[src/rtl/and4_operand_fifo.sv]
// ---------------------------------------------------------------------------
// and4_operand_fifo
//
// Operand-staging FIFO in front of the 4-bit AND datapath unit. Producer pairs
// {a, b} are accepted over a valid/ready handshake, held in order, and the
// oldest pair is presented on out_a/out_b to drive the AND unit directly.
// The consumer pops the head by asserting out_ready once it has sampled the
// AND result.
//
// Parameters
//   WIDTH      operand width (matches the AND unit)
//   DEPTH      number of stored pairs, power of two, >= 2
//
// Ports
//   clk        rising-edge clock
//   rst_n      asynchronous active-low reset
//   in_valid   producer presents a pair on in_a/in_b
//   in_ready   FIFO can accept a pair this cycle (state-only, never from in_valid)
//   in_a/in_b  producer operands
//   out_valid  out_a/out_b hold the head pair
//   out_ready  consumer done with head; pops it
//   out_a/b    head operands (zero when empty)
//   count      occupancy 0..DEPTH           (AND_FIFO_STATUS_EN only)
//   ovf        sticky push-while-full flag  (AND_FIFO_STATUS_EN only)
//
// Build option
//   AND_FIFO_STATUS_EN  adds the count/ovf status ports and their logic.
//                       The data path is identical either way.
// ---------------------------------------------------------------------------
module and4_operand_fifo #(
    parameter int WIDTH = 4,
    parameter int DEPTH = 4
) (
    input  logic                     clk,
    input  logic                     rst_n,
    input  logic                     in_valid,
    output logic                     in_ready,
    input  logic [WIDTH-1:0]         in_a,
    input  logic [WIDTH-1:0]         in_b,
    output logic                     out_valid,
    input  logic                     out_ready,
    output logic [WIDTH-1:0]         out_a,
    output logic [WIDTH-1:0]         out_b
`ifdef AND_FIFO_STATUS_EN
    ,
    output logic [$clog2(DEPTH):0]   count,
    output logic                     ovf
`endif
);

    localparam int AW = $clog2(DEPTH);   // index bits
    localparam int PW = AW + 1;          // pointer bits, MSB is the wrap bit

    typedef struct packed {
        logic [WIDTH-1:0] a;
        logic [WIDTH-1:0] b;
    } pair_t;

    pair_t           mem [DEPTH];
    logic [PW-1:0]   wr_ptr;
    logic [PW-1:0]   rd_ptr;
    logic [AW-1:0]   wr_idx;
    logic [AW-1:0]   rd_idx;
    logic            empty;
    logic            full;
    logic            push;
    logic            pop;
    pair_t           head;

    assign wr_idx = wr_ptr[AW-1:0];
    assign rd_idx = rd_ptr[AW-1:0];

    // Same index with opposite wrap bits means the writer is a full lap ahead.
    assign empty = (wr_ptr == rd_ptr);
    assign full  = (wr_idx == rd_idx) && (wr_ptr[AW] != rd_ptr[AW]);

    assign in_ready  = !full;
    assign out_valid = !empty;

    // When full, in_ready is low, so a same-cycle pop never lets a push
    // through; the slot frees up for the following cycle.
    assign push = in_valid && !full;
    assign pop  = out_ready && !empty;

    // Storage is not reset; the pointers alone decide what is valid.
    always_ff @(posedge clk) begin
        if (push) begin
            mem[wr_idx] <= '{a: in_a, b: in_b};
        end
    end

    always_ff @(posedge clk or negedge rst_n) begin
        if (!rst_n) begin
            wr_ptr <= '0;
            rd_ptr <= '0;
        end else begin
            if (push) wr_ptr <= wr_ptr + PW'(1);
            if (pop)  rd_ptr <= rd_ptr + PW'(1);
        end
    end

    // Head is gated so the AND unit sees zeros rather than stale storage
    // while empty (including straight out of reset).
    always_comb begin
        head = '0;
        if (!empty) head = mem[rd_idx];
    end

    assign out_a = head.a;
    assign out_b = head.b;

`ifdef AND_FIFO_STATUS_EN
    // Pointer difference modulo 2*DEPTH gives occupancy 0..DEPTH directly.
    assign count = wr_ptr - rd_ptr;

    always_ff @(posedge clk or negedge rst_n) begin
        if (!rst_n) begin
            ovf <= 1'b0;
        end else if (in_valid && full) begin
            ovf <= 1'b1;
        end
    end
`endif

endmodule

[config.mk]
export PLATFORM = sky130hd
export DESIGN_NAME = and4_operand_fifo
export DESIGN_NICKNAME = d
export VERILOG_FILES = /design/src/rtl/and4_operand_fifo.sv
export SDC_FILE = /design/constraint.sdc
export NUM_CORES = 1
export LEC_CHECK = 0
export ABC_AREA = 1
export CAP_MARGIN = 20
export CORE_MARGIN = 4
export CORE_UTILIZATION = 49
export DETAILED_ROUTE_END_ITERATION = 8
export GPL_ROUTABILITY_DRIVEN = 1
export PLACE_DENSITY = 0.76
export RECOVER_POWER = 50
export SLEW_MARGIN = 20
export SYNTH_ARGS = -nofsm -noshare
export SYNTH_HDL_FRONTEND = slang
export SYNTH_SLANG_ARGS = --single-unit
[constraint.sdc]
create_clock -name clk -period 1.5 [get_ports clk]
set_clock_uncertainty 0.1 [all_clocks]
set_input_delay 0.15 -clock clk [delete_from_list [all_inputs] [get_ports clk]]
set_output_delay 0.15 -clock clk [all_outputs]
set_load 0.005 [all_outputs]
==> flow_metrics.env, run 1 <==
export IMPL_status="finished, violations left"
export IMPL_violations="setup timing"
export IMPL_netlist_area_um2=1760
export IMPL_power_density_nw_per_um2=2250
export IMPL_grt_pass1_vias=1514
export IMPL_clockBufferDepth=2
export IMPL_avgRoutedWirePerCell_um=17.9
export IMPL_synthesis_nets=180
export IMPL_synth_area_leaders="edfxtp_1 (54%), dfrtp_1 (8.5%), nand2_1 (6.2%)"
export IMPL_cp_cell_sequence="buf_12 -> inv_12 -> nand2_4 -> nand2_4 -> nand3_4 -> buf_4 -> nand2_2 -> inv_2 -> buf_2"
export IMPL_start_util=0.516
export IMPL_n_antenna_cell=0
export IMPL_synth_top_area_cell="edfxtp_1"
export IMPL_routabilityCongestion=0.769
export IMPL_ir_drop_mv=1.11
export IMPL_synth_area_per_cell_um2=10.8
export IMPL_finalSetupViolCount=48
export IMPL_ant_nets=0
export IMPL_fin_nets=247
export IMPL_synthFlopType="edfxtp_1"
export IMPL_htreeDepth=2
export IMPL_yosysTopAreaCellShare=0.545
export IMPL_period_minus_slack_ns=1.96
export IMPL_finalHoldWorstSlack_ns=0.341
export IMPL_worst_path_most_repeated_cell="nand2_4"
export IMPL_drive_above_1_share=0.472
export IMPL_synth_most_common_cell="edfxtp_1"
export IMPL_max_freq_mhz=510
export IMPL_drc_errors=0
export IMPL_cts_tree="yes"
export IMPL_min_path_type="primary input to register"
export IMPL_ys_warn_count=0
export IMPL_cp_slowest_cell="dfrtp_2"
export IMPL_relSlewSlack=0.799
export IMPL_clk_latency_ns=0.35
export IMPL_final_seq_area_um2=1110
export IMPL_cp_arrival_ns=1.71
export IMPL_yosysSeqAreaShare=0.630
export IMPL_end_kind="output port"
export IMPL_cts_made_buffers=5
export IMPL_leakagePower_nw=1.15
export IMPL_synthCells=163
export IMPL_multi_input_area_um2=704
export IMPL_die_h_um=68.0
export IMPL_die_area_um2=4620
export IMPL_num_fill_cells=182
export IMPL_worstPathMaxFanout=7
export IMPL_async_flop_share=0.158
export IMPL_num_rows=21
export IMPL_finalMaxSlewViolations=0
export IMPL_critPathMaxStageDelay_ns=0.51
export IMPL_area_delta_synth_final_pct=56.4
export IMPL_cp_required_ns=1.25
export IMPL_hpwl_mm=2.32
export IMPL_final_core_util=0.808
export IMPL_final_hold_viol_count=0
export IMPL_grt_usage=0.239
export IMPL_first_pass_iters=4
export IMPL_start_kind="register"
export IMPL_grt_start_max_net_pins=14
export IMPL_period_share=1.31
export IMPL_grt_pass1_wl_mm=7.57
export IMPL_detail_route_vias_per_cell=5.31
export IMPL_vias=1472
export IMPL_post_route_cell_area_um2=2760
export IMPL_synthTopCellsByCount="edfxtp_1 (32), nand2_1 (29), nor2_1 (28)"
export IMPL_grt_overflow_total=0
export IMPL_die_w_um=68.0
export IMPL_core_um2=3420
export IMPL_synth_edff_count=32
export IMPL_layout_setup_ws_ns=-0.461
export IMPL_placed_area_um2=2220
export IMPL_critPathKind="register to output port"
export IMPL_cap_violations=0
export IMPL_cts_sinks=38
export IMPL_cts_root_buf="clkbuf_4"
export IMPL_port_buffers=21
export IMPL_clk_pin_slew_ns=0.12
export IMPL_routed_wl_mm=4.95
export IMPL_worstMarginPinSlew_ns=0.301
export IMPL_drtIter0Drc=124
export IMPL_rsz0062_at_grt="true"
export IMPL_ys_ff_latch=38
export IMPL_antenna_found_initial=0
export IMPL_boundaryPins=22
export IMPL_synth_cell_type_count=19
[path summary, 6_finish.rpt]
path / startpoint / end / slack, ns / cells after the start
worst min register to register: wr_ptr[2]$_DFFE_PN0P_ / wr_ptr[2]$_DFFE_PN0P_ / 0.59 / 3
min in group asynchronous: rst_n / rd_ptr[0]$_DFFE_PN0P_ / 0.47 / 2
worst min-delay path: in_a[0] / mem[3][4]$_DFFE_PP_ / 0.34 / 1
worst max register to register: rd_ptr[0]$_DFFE_PN0P_ / mem[3][4]$_DFFE_PP_ / -0.42 / 9
worst max-delay path: rd_ptr[0]$_DFFE_PN0P_ / out_a[2] / -0.46 / 9
max in group asynchronous: rst_n / rd_ptr[1]$_DFFE_PN0P_ / 0.57 / 2
[power by group]
group | switching [mW] | internal (mW) | leakage (nW)
combinational | 1.94 | 2.10 | 0.757
clock | 0.362 | 0.182 | 0.0312
sequential | 0.181 | 1.43 | 0.365
total | 2.49 | 3.71 | 1.15
[layout make-up]
cell class,instances,share of cell area
multi-input cells,102,0.255
well taps,46,0.0209
clock buffers,5,0.0136
flip-flops and latches,38,0.404
inverters,18,0.0290
clock inverters,3,0.00771
repair buffers,65,0.270
[cells by family after synthesis]
| kind of cell | after synthesis | synth area share |
|---|---|---|
| DFF | 38 | 0.630 |
| AOI/OAI and AO/OA | 24 | 0.0681 |
| xor gates and xnor gates | 2 | 0.00993 |
| buffers and inverters | 24 | 0.0695 |
| and+or+nand+nor | 70 | 0.187 |
| adders and majority gates | 5 | 0.0355 |
[flip-flops by register name (all words and copies together) (netlist names)]
signal / count
wr_ptr: 3
rd_ptr: 3
mem: 32
[what timing repair did]
action,in CTS,in global routing
resized for setup,93,34
hold endpoints to repair,6,0
cloned,4,0
endpoints found under the setup margin,48,48
pin swaps,18,12
hold buffers,1,0
buffers inserted,17,6
[through the flow]
step	std cells	TNS, ns	power [mW]	setup slack, ns
2_1_floorplan	163	-1.44	2.87	-0.0449
3_3_place_gp	244	-8.61	3.98	-0.275
3_5_place_dp	244	-9.65	4.05	-0.303
4_1_cts	273	-10.07	5.65	-0.408
5_1_grt	277	-20.93	6.57	-0.537
6_report	277	-18.98	6.20	-0.461
[routing by layer]
layer	routed length [um]	vias up	part of all wire	global-route usage
met1	1840	726	0.37	0.271
met5	0	-	0	0
met3	261	16	0.053	0.0558
met4	165	0	0.033	0.136
li1	-	675	-	-
met2	2690	55	0.54	0.410
[layout by cell type (no fill, tap or decap), drive strengths merged, types with 5 or more instances in the layout]
master and count:
edfxtp 32, inv 18, clkbuf 5, clkdlybuf4s50 6, buf 52, dfrtp 6
ha 5, nand2 34, dlygate4sd3 6, nor2 28, nand3 9, o21ai 24
[worst max-delay path: cells and delay by family, from the launching register on]
kind	cells	cell delay [ns]
flops	1	0.51
simple gates	4	0.30
buf+inv	5	0.54
(Power assumes the default switching activity.)
==> run 2, diff against run 1 <==
--- a/config.mk
+++ b/config.mk
@@ -7,7 +7,7 @@
 export LEC_CHECK = 0
 export ABC_AREA = 1
 export CAP_MARGIN = 20
-export CORE_MARGIN = 4
+export CORE_MARGIN = 10
 export CORE_UTILIZATION = 49
 export DETAILED_ROUTE_END_ITERATION = 8
 export GPL_ROUTABILITY_DRIVEN = 1
==> flow_metrics.env, run 2 (synthesis results as in run 1) <==
export IMPL_port_buffers=21
export IMPL_reg_top3="mem x32, rd_ptr x3, wr_ptr x3"
export IMPL_relSlewSlack=0.778
export IMPL_leakagePower_nw=1.07
export IMPL_clk_pin_slew_ns=0.12
export IMPL_avgRoutedWirePerCell_um=15.8
export IMPL_cts_sinks=38
export IMPL_area_delta_synth_final_pct=45.5
export IMPL_fin_nets=239
export IMPL_core_um2=3420
export IMPL_worstPathMaxFanout=8
export IMPL_rsz0062_at_grt="true"
export IMPL_violations="setup timing"
export IMPL_ir_drop_mv=1.04
export IMPL_ant_nets=0
export IMPL_finalMaxSlewViolations=0
export IMPL_first_pass_iters=4
export IMPL_cp_arrival_ns=1.60
export IMPL_final_hold_viol_count=0
export IMPL_period_minus_slack_ns=1.85
export IMPL_n_antenna_cell=0
export IMPL_end_kind="output port"
export IMPL_multi_input_area_um2=656
export IMPL_period_share=1.24
export IMPL_hpwl_mm=2.67
export IMPL_layout_setup_ws_ns=-0.355
export IMPL_layout_common_cells="edfxtp_1 (32), nand2_1 (21), buf_4 (17)"
export IMPL_final_common_cell="edfxtp_1"
export IMPL_cap_violations=0
export IMPL_cts_made_buffers=5
export IMPL_die_area_um2=6400
export IMPL_start_util=0.516
export IMPL_routabilityCongestion=0.769
export IMPL_min_path_type="primary input to register"
export IMPL_vias=1366
export IMPL_grt_overflow_total=0
export IMPL_drc_errors=0
export IMPL_regToRegStartpoint="rd_ptr[0]$_DFFE_PN0P_"
export IMPL_max_flop_register="mem"
export IMPL_grt_pass1_vias=1421
export IMPL_largest_register_ffs=32
export IMPL_power_density_nw_per_um2=2110
export IMPL_max_freq_mhz=539
export IMPL_min_delay_start="in_a[3]"
export IMPL_num_rows=21
export IMPL_cts_root_buf="clkbuf_4"
export IMPL_num_fill_cells=217
export IMPL_detail_route_vias_per_cell=5.08
export IMPL_final_seq_area_um2=1110
export IMPL_drtIter0Drc=70
export IMPL_rrSetupSlack_ns=-0.33
export IMPL_worstMarginPinSlew_ns=0.332
export IMPL_place_ws_ns=-0.327
export IMPL_finalSetupViolCount=46
export IMPL_stdcell_count=269
export IMPL_r2r_cells=9
export IMPL_critPathKind="register to output port"
export IMPL_start_kind="register"
export IMPL_cts_tree="yes"
export IMPL_die_h_um=80.0
export IMPL_clk_latency_ns=0.35
export IMPL_hold_end="mem[0][7]$_DFFE_PP_"
export IMPL_dp_cells=246
export IMPL_rr_endpoint="mem[2][3]$_DFFE_PP_"
export IMPL_drive_above_1_share=0.404
export IMPL_status="finished, violations left"
export IMPL_grt_usage=0.137
export IMPL_boundaryPins=22
export IMPL_grt_pass1_wl_mm=6.73
export IMPL_die_w_um=80.0
export IMPL_cp_required_ns=1.25
export IMPL_grt_start_max_net_pins=13
export IMPL_min_delay_path_depth=1
export IMPL_clockBufferDepth=2
export IMPL_routed_wl_mm=4.25
export IMPL_htreeDepth=2
export IMPL_finalHoldWorstSlack_ns=0.331
export IMPL_antenna_found_initial=0
## run 2: changes by cell type in the layout (fill, tap and decap cells not counted), moves of 3 or more
cell,before,now
buf_4,21,17
nand2_4,8,4
o21ai_0,5,9
buf_16,3,0
nand2_1,18,21
o21ai_2,4,1
## run 2: worst max path at each step
stage                          end  cells after the start             startpoint
3_3_place_gp              out_a[1]                      8  rd_ptr[0]$_DFFE_PN0P_
5_1_grt                   out_b[0]                      9  rd_ptr[0]$_DFFE_PN0P_
3_5_place_dp              out_a[0]                      8  rd_ptr[0]$_DFFE_PN0P_
6_report                  out_a[2]                      9  rd_ptr[0]$_DFFE_PN0P_
2_1_floorplan  mem[3][0]$_DFFE_PP_                      6  rd_ptr[1]$_DFFE_PN0P_
4_1_cts                   out_a[1]                      9  rd_ptr[0]$_DFFE_PN0P_
## run 2: layer usage
layer	vias up	part of all wire	track usage
met5	-	0	0
met1	654	0.39	0.150
met4	0	0.037	0.0810
met2	40	0.51	0.225
li1	658	-	-
met3	14	0.060	0.0495
## run 2: layout make-up
cell class / instances / area share
repair buffers: 57 / 0.236
multi-input cells: 102 / 0.255
clock buffers: 5 / 0.0146
clock inverters: 3 / 0.00634
flip-flops and latches: 38 / 0.433
well taps: 46 / 0.0224
inverters: 18 / 0.0322
## run 2: what timing repair did
action                                 4_1_cts  5_1_grt
resized for setup                           77       22
pin swaps                                   10        6
endpoints found under the hold margin        6        0
setup endpoints to repair                   48       48
buffers inserted                            10        4
hold buffers                                 1        0
gates cloned                                 2        0
## run 2: report_power, final
part	leakage (nW)	switching [mW]	internal [mW]
Sequential	0.367	0.138	1.42
Clock	0.0286	0.328	0.174
Combinational	0.679	1.66	1.68
Total	1.07	2.12	3.28
## run 2: worst max-delay path: stages (launching register included)
cell	delay, ns
dfrtp_1	0.43
buf_12	0.16
buf_12	0.14
nor2_2	0.11
nor2_1	0.04
o21ai_0	0.06
o21ai_1	0.11
nand2_2	0.07
inv_1	0.03
buf_2	0.11
## run 2: per-stage QoR
step / util / setup TNS [ns] / cell area, um2 / total power [mW]
4_1_cts: 0.727 / -9.46 / 2480 / 5.11
3_5_place_dp: 0.653 / -9.95 / 2230 / 4.13
2_1_floorplan: - / -1.44 / 1770 / 2.87
6_report: 0.751 / -14.30 / 2570 / 5.40
5_1_grt: 0.751 / -16.66 / 2570 / 5.79
3_3_place_gp: 0.653 / -7.93 / 2230 / 4.04
==> run 3, diff against run 2 <==
--- a/config.mk
+++ b/config.mk
@@ -17,3 +17,4 @@
 export SYNTH_ARGS = -nofsm -noshare
 export SYNTH_HDL_FRONTEND = slang
 export SYNTH_SLANG_ARGS = --single-unit
+export TNS_END_PERCENT = 20
==> flow_metrics.env, run 3 (synthesis results as in run 1) <==
export IMPL_die_h_um=80.0
export IMPL_rrSetupSlack_ns=-0.33
export IMPL_grt_overflow_total=0
export IMPL_port_buffers=21
export IMPL_fin_nets=237
export IMPL_clk_pin_slew_ns=0.12
export IMPL_cp_arrival_ns=1.60
export IMPL_final_seq_area_um2=1110
export IMPL_largest_register_ffs=32
export IMPL_regToRegStartpoint="rd_ptr[1]$_DFFE_PN0P_"
export IMPL_relSlewSlack=0.783
export IMPL_worstMarginPinSlew_ns=0.324
export IMPL_drc_errors=0
export IMPL_cap_violations=0
export IMPL_drtIter0Drc=66
export IMPL_cp_required_ns=1.25
export IMPL_power_density_nw_per_um2=2100
export IMPL_rr_endpoint="mem[2][2]$_DFFE_PP_"
export IMPL_max_flop_register="mem"
export IMPL_sw_frac_of_total=0.392
export IMPL_critPathMaxStageDelay_ns=0.43
export IMPL_min_path_type="primary input to register"
export IMPL_cts_tree="yes"
export IMPL_cp_slowest_cell="dfrtp_1"
export IMPL_start_util=0.516
export IMPL_post_route_cell_area_um2=2520
export IMPL_status="finished, violations left"
export IMPL_n_antenna_cell=0
export IMPL_max_freq_mhz=539
export IMPL_r2r_cells=9
export IMPL_finalSetupViolCount=46
export IMPL_critPathCapture="out_a[2]"
export IMPL_final_core_util=0.737
export IMPL_leakagePower_nw=1.05
export IMPL_area_delta_synth_final_pct=42.8
export IMPL_num_fill_cells=226
export IMPL_worst_path_most_repeated_cell="buf_12"
export IMPL_final_setup_tns_ns=-13.67
export IMPL_num_rows=21
export IMPL_vias=1377
export IMPL_grt_pass1_wl_mm=6.72
export IMPL_ir_drop_mv=1.03
export IMPL_top_usage_layer="met2"
export IMPL_core_um2=3420
export IMPL_layout_common_cells="edfxtp_1 (32), nand2_1 (23), buf_4 (19)"
export IMPL_grt_start_max_net_pins=13
export IMPL_use_met1=0.150
export IMPL_multi_input_area_um2=641
export IMPL_met3_usage=0.0484
export IMPL_final_common_cell="edfxtp_1"
export IMPL_layout_setup_ws_ns=-0.355
export IMPL_pwr_share_clk=0.096
export IMPL_p_switching_mw=2.07
export IMPL_htreeDepth=2
export IMPL_clk_latency_ns=0.36
export IMPL_end_kind="output port"
export IMPL_cts_sinks=38
export IMPL_rsz0062_at_grt="true"
export IMPL_die_area_um2=6400
export IMPL_detail_route_vias_per_cell=5.16
export IMPL_power_mw=5.28
export IMPL_clockBufferDepth=2
export IMPL_grt_usage=0.137
export IMPL_reg_top3="mem x32, rd_ptr x3, wr_ptr x3"
export IMPL_avgRoutedWirePerCell_um=15.6
export IMPL_first_pass_iters=5
export IMPL_ant_nets=0
export IMPL_critPathKind="register to output port"
export IMPL_comb_power_share=0.609
export IMPL_cts_root_buf="clkbuf_4"
export IMPL_final_hold_viol_count=0
export IMPL_critPathLaunch="rd_ptr[0]$_DFFE_PN0P_"
export IMPL_period_share=1.24
export IMPL_cts_made_buffers=5
export IMPL_routabilityCongestion=0.769
export IMPL_die_w_um=80.0
export IMPL_violations="setup timing"
export IMPL_grtUsageMet2=0.225
export IMPL_period_minus_slack_ns=1.85
export IMPL_boundaryPins=22
export IMPL_placed_area_um2=2230
export IMPL_drive_above_1_share=0.389
export IMPL_grt_pass1_vias=1405
export IMPL_routed_wl_mm=4.17
export IMPL_internal_power_mw=3.21
export IMPL_finalMaxSlewViolations=0
export IMPL_cp_cell_sequence="buf_12 -> buf_12 -> nor2_2 -> nor2_1 -> o21ai_0 -> o21ai_1 -> nand2_2 -> inv_1 -> buf_2"
export IMPL_place_ws_ns=-0.327
export IMPL_hpwl_mm=2.67
export IMPL_start_kind="register"
export IMPL_worstPathMaxFanout=8
export IMPL_antenna_found_initial=0
export IMPL_p_seq_frac=0.295
## run 3: power groups by stage
stage | Clock [mW] | Combinational (mW) | Sequential, mW
3_3_place_gp | 0 | 2.50 | 1.55
5_1_grt | 0.557 | 3.53 | 1.58
2_1_floorplan | 0 | 1.33 | 1.54
3_5_place_dp | 0 | 2.58 | 1.56
6_report | 0.506 | 3.22 | 1.56
4_1_cts | 0.511 | 3.04 | 1.55
## run 3: worst min-delay path by stage
stage	end	from	cells after the start	slack, ns
5_1_grt	mem[1][7]$_DFFE_PP_	in_a[3]	1	0.35
3_3_place_gp	wr_ptr[2]$_DFFE_PN0P_	rst_n	1	0.32
6_report	mem[0][7]$_DFFE_PP_	in_a[3]	1	0.32
3_5_place_dp	wr_ptr[2]$_DFFE_PN0P_	rst_n	1	0.33
4_1_cts	mem[2][0]$_DFFE_PP_	in_b[0]	1	0.32
2_1_floorplan	rd_ptr[0]$_DFFE_PN0P_	rst_n	0	-0.25
## run 3: what timing repair did
action	CTS	global route
gates resized for setup	75	14
pin swaps	10	5
hold buffers	1	0
setup buffers	10	1
setup endpoints to repair	48	48
hold endpoints to repair	6	0
cloned	2	0
## run 3: area by class of cell
type / instances / area share
clock buffers: 5 / 0.0149
flip-flops and latches: 38 / 0.441
repair buffers: 55 / 0.229
multi-input cells: 102 / 0.254
well taps: 46 / 0.0229
clock inverters: 3 / 0.00646
inverters: 18 / 0.0318
## run 3: worst max-delay path: cells and delay by family, from the launching register on
kind	cells	cell delay, ns
buffers and inverters	4	0.44
flip-flops	1	0.43
AND/OR/NAND/NOR	3	0.21
AO/OA/AOI/OAI	2	0.17
## run 3: metrics by stage
step	hold slack, ns	std cells
CTS	0.324	266
floorplan	-0.246	163
detailed placement	0.332	246
global route	0.350	267
global placement	0.317	246
finish	0.323	267
## run 3: layer usage
layer | share of wire | vias to the layer above
li1 | - | 654
met1 | 0.39 | 660
met2 | 0.50 | 44
met3 | 0.067 | 19
met4 | 0.040 | 0
met5 | 0 | -
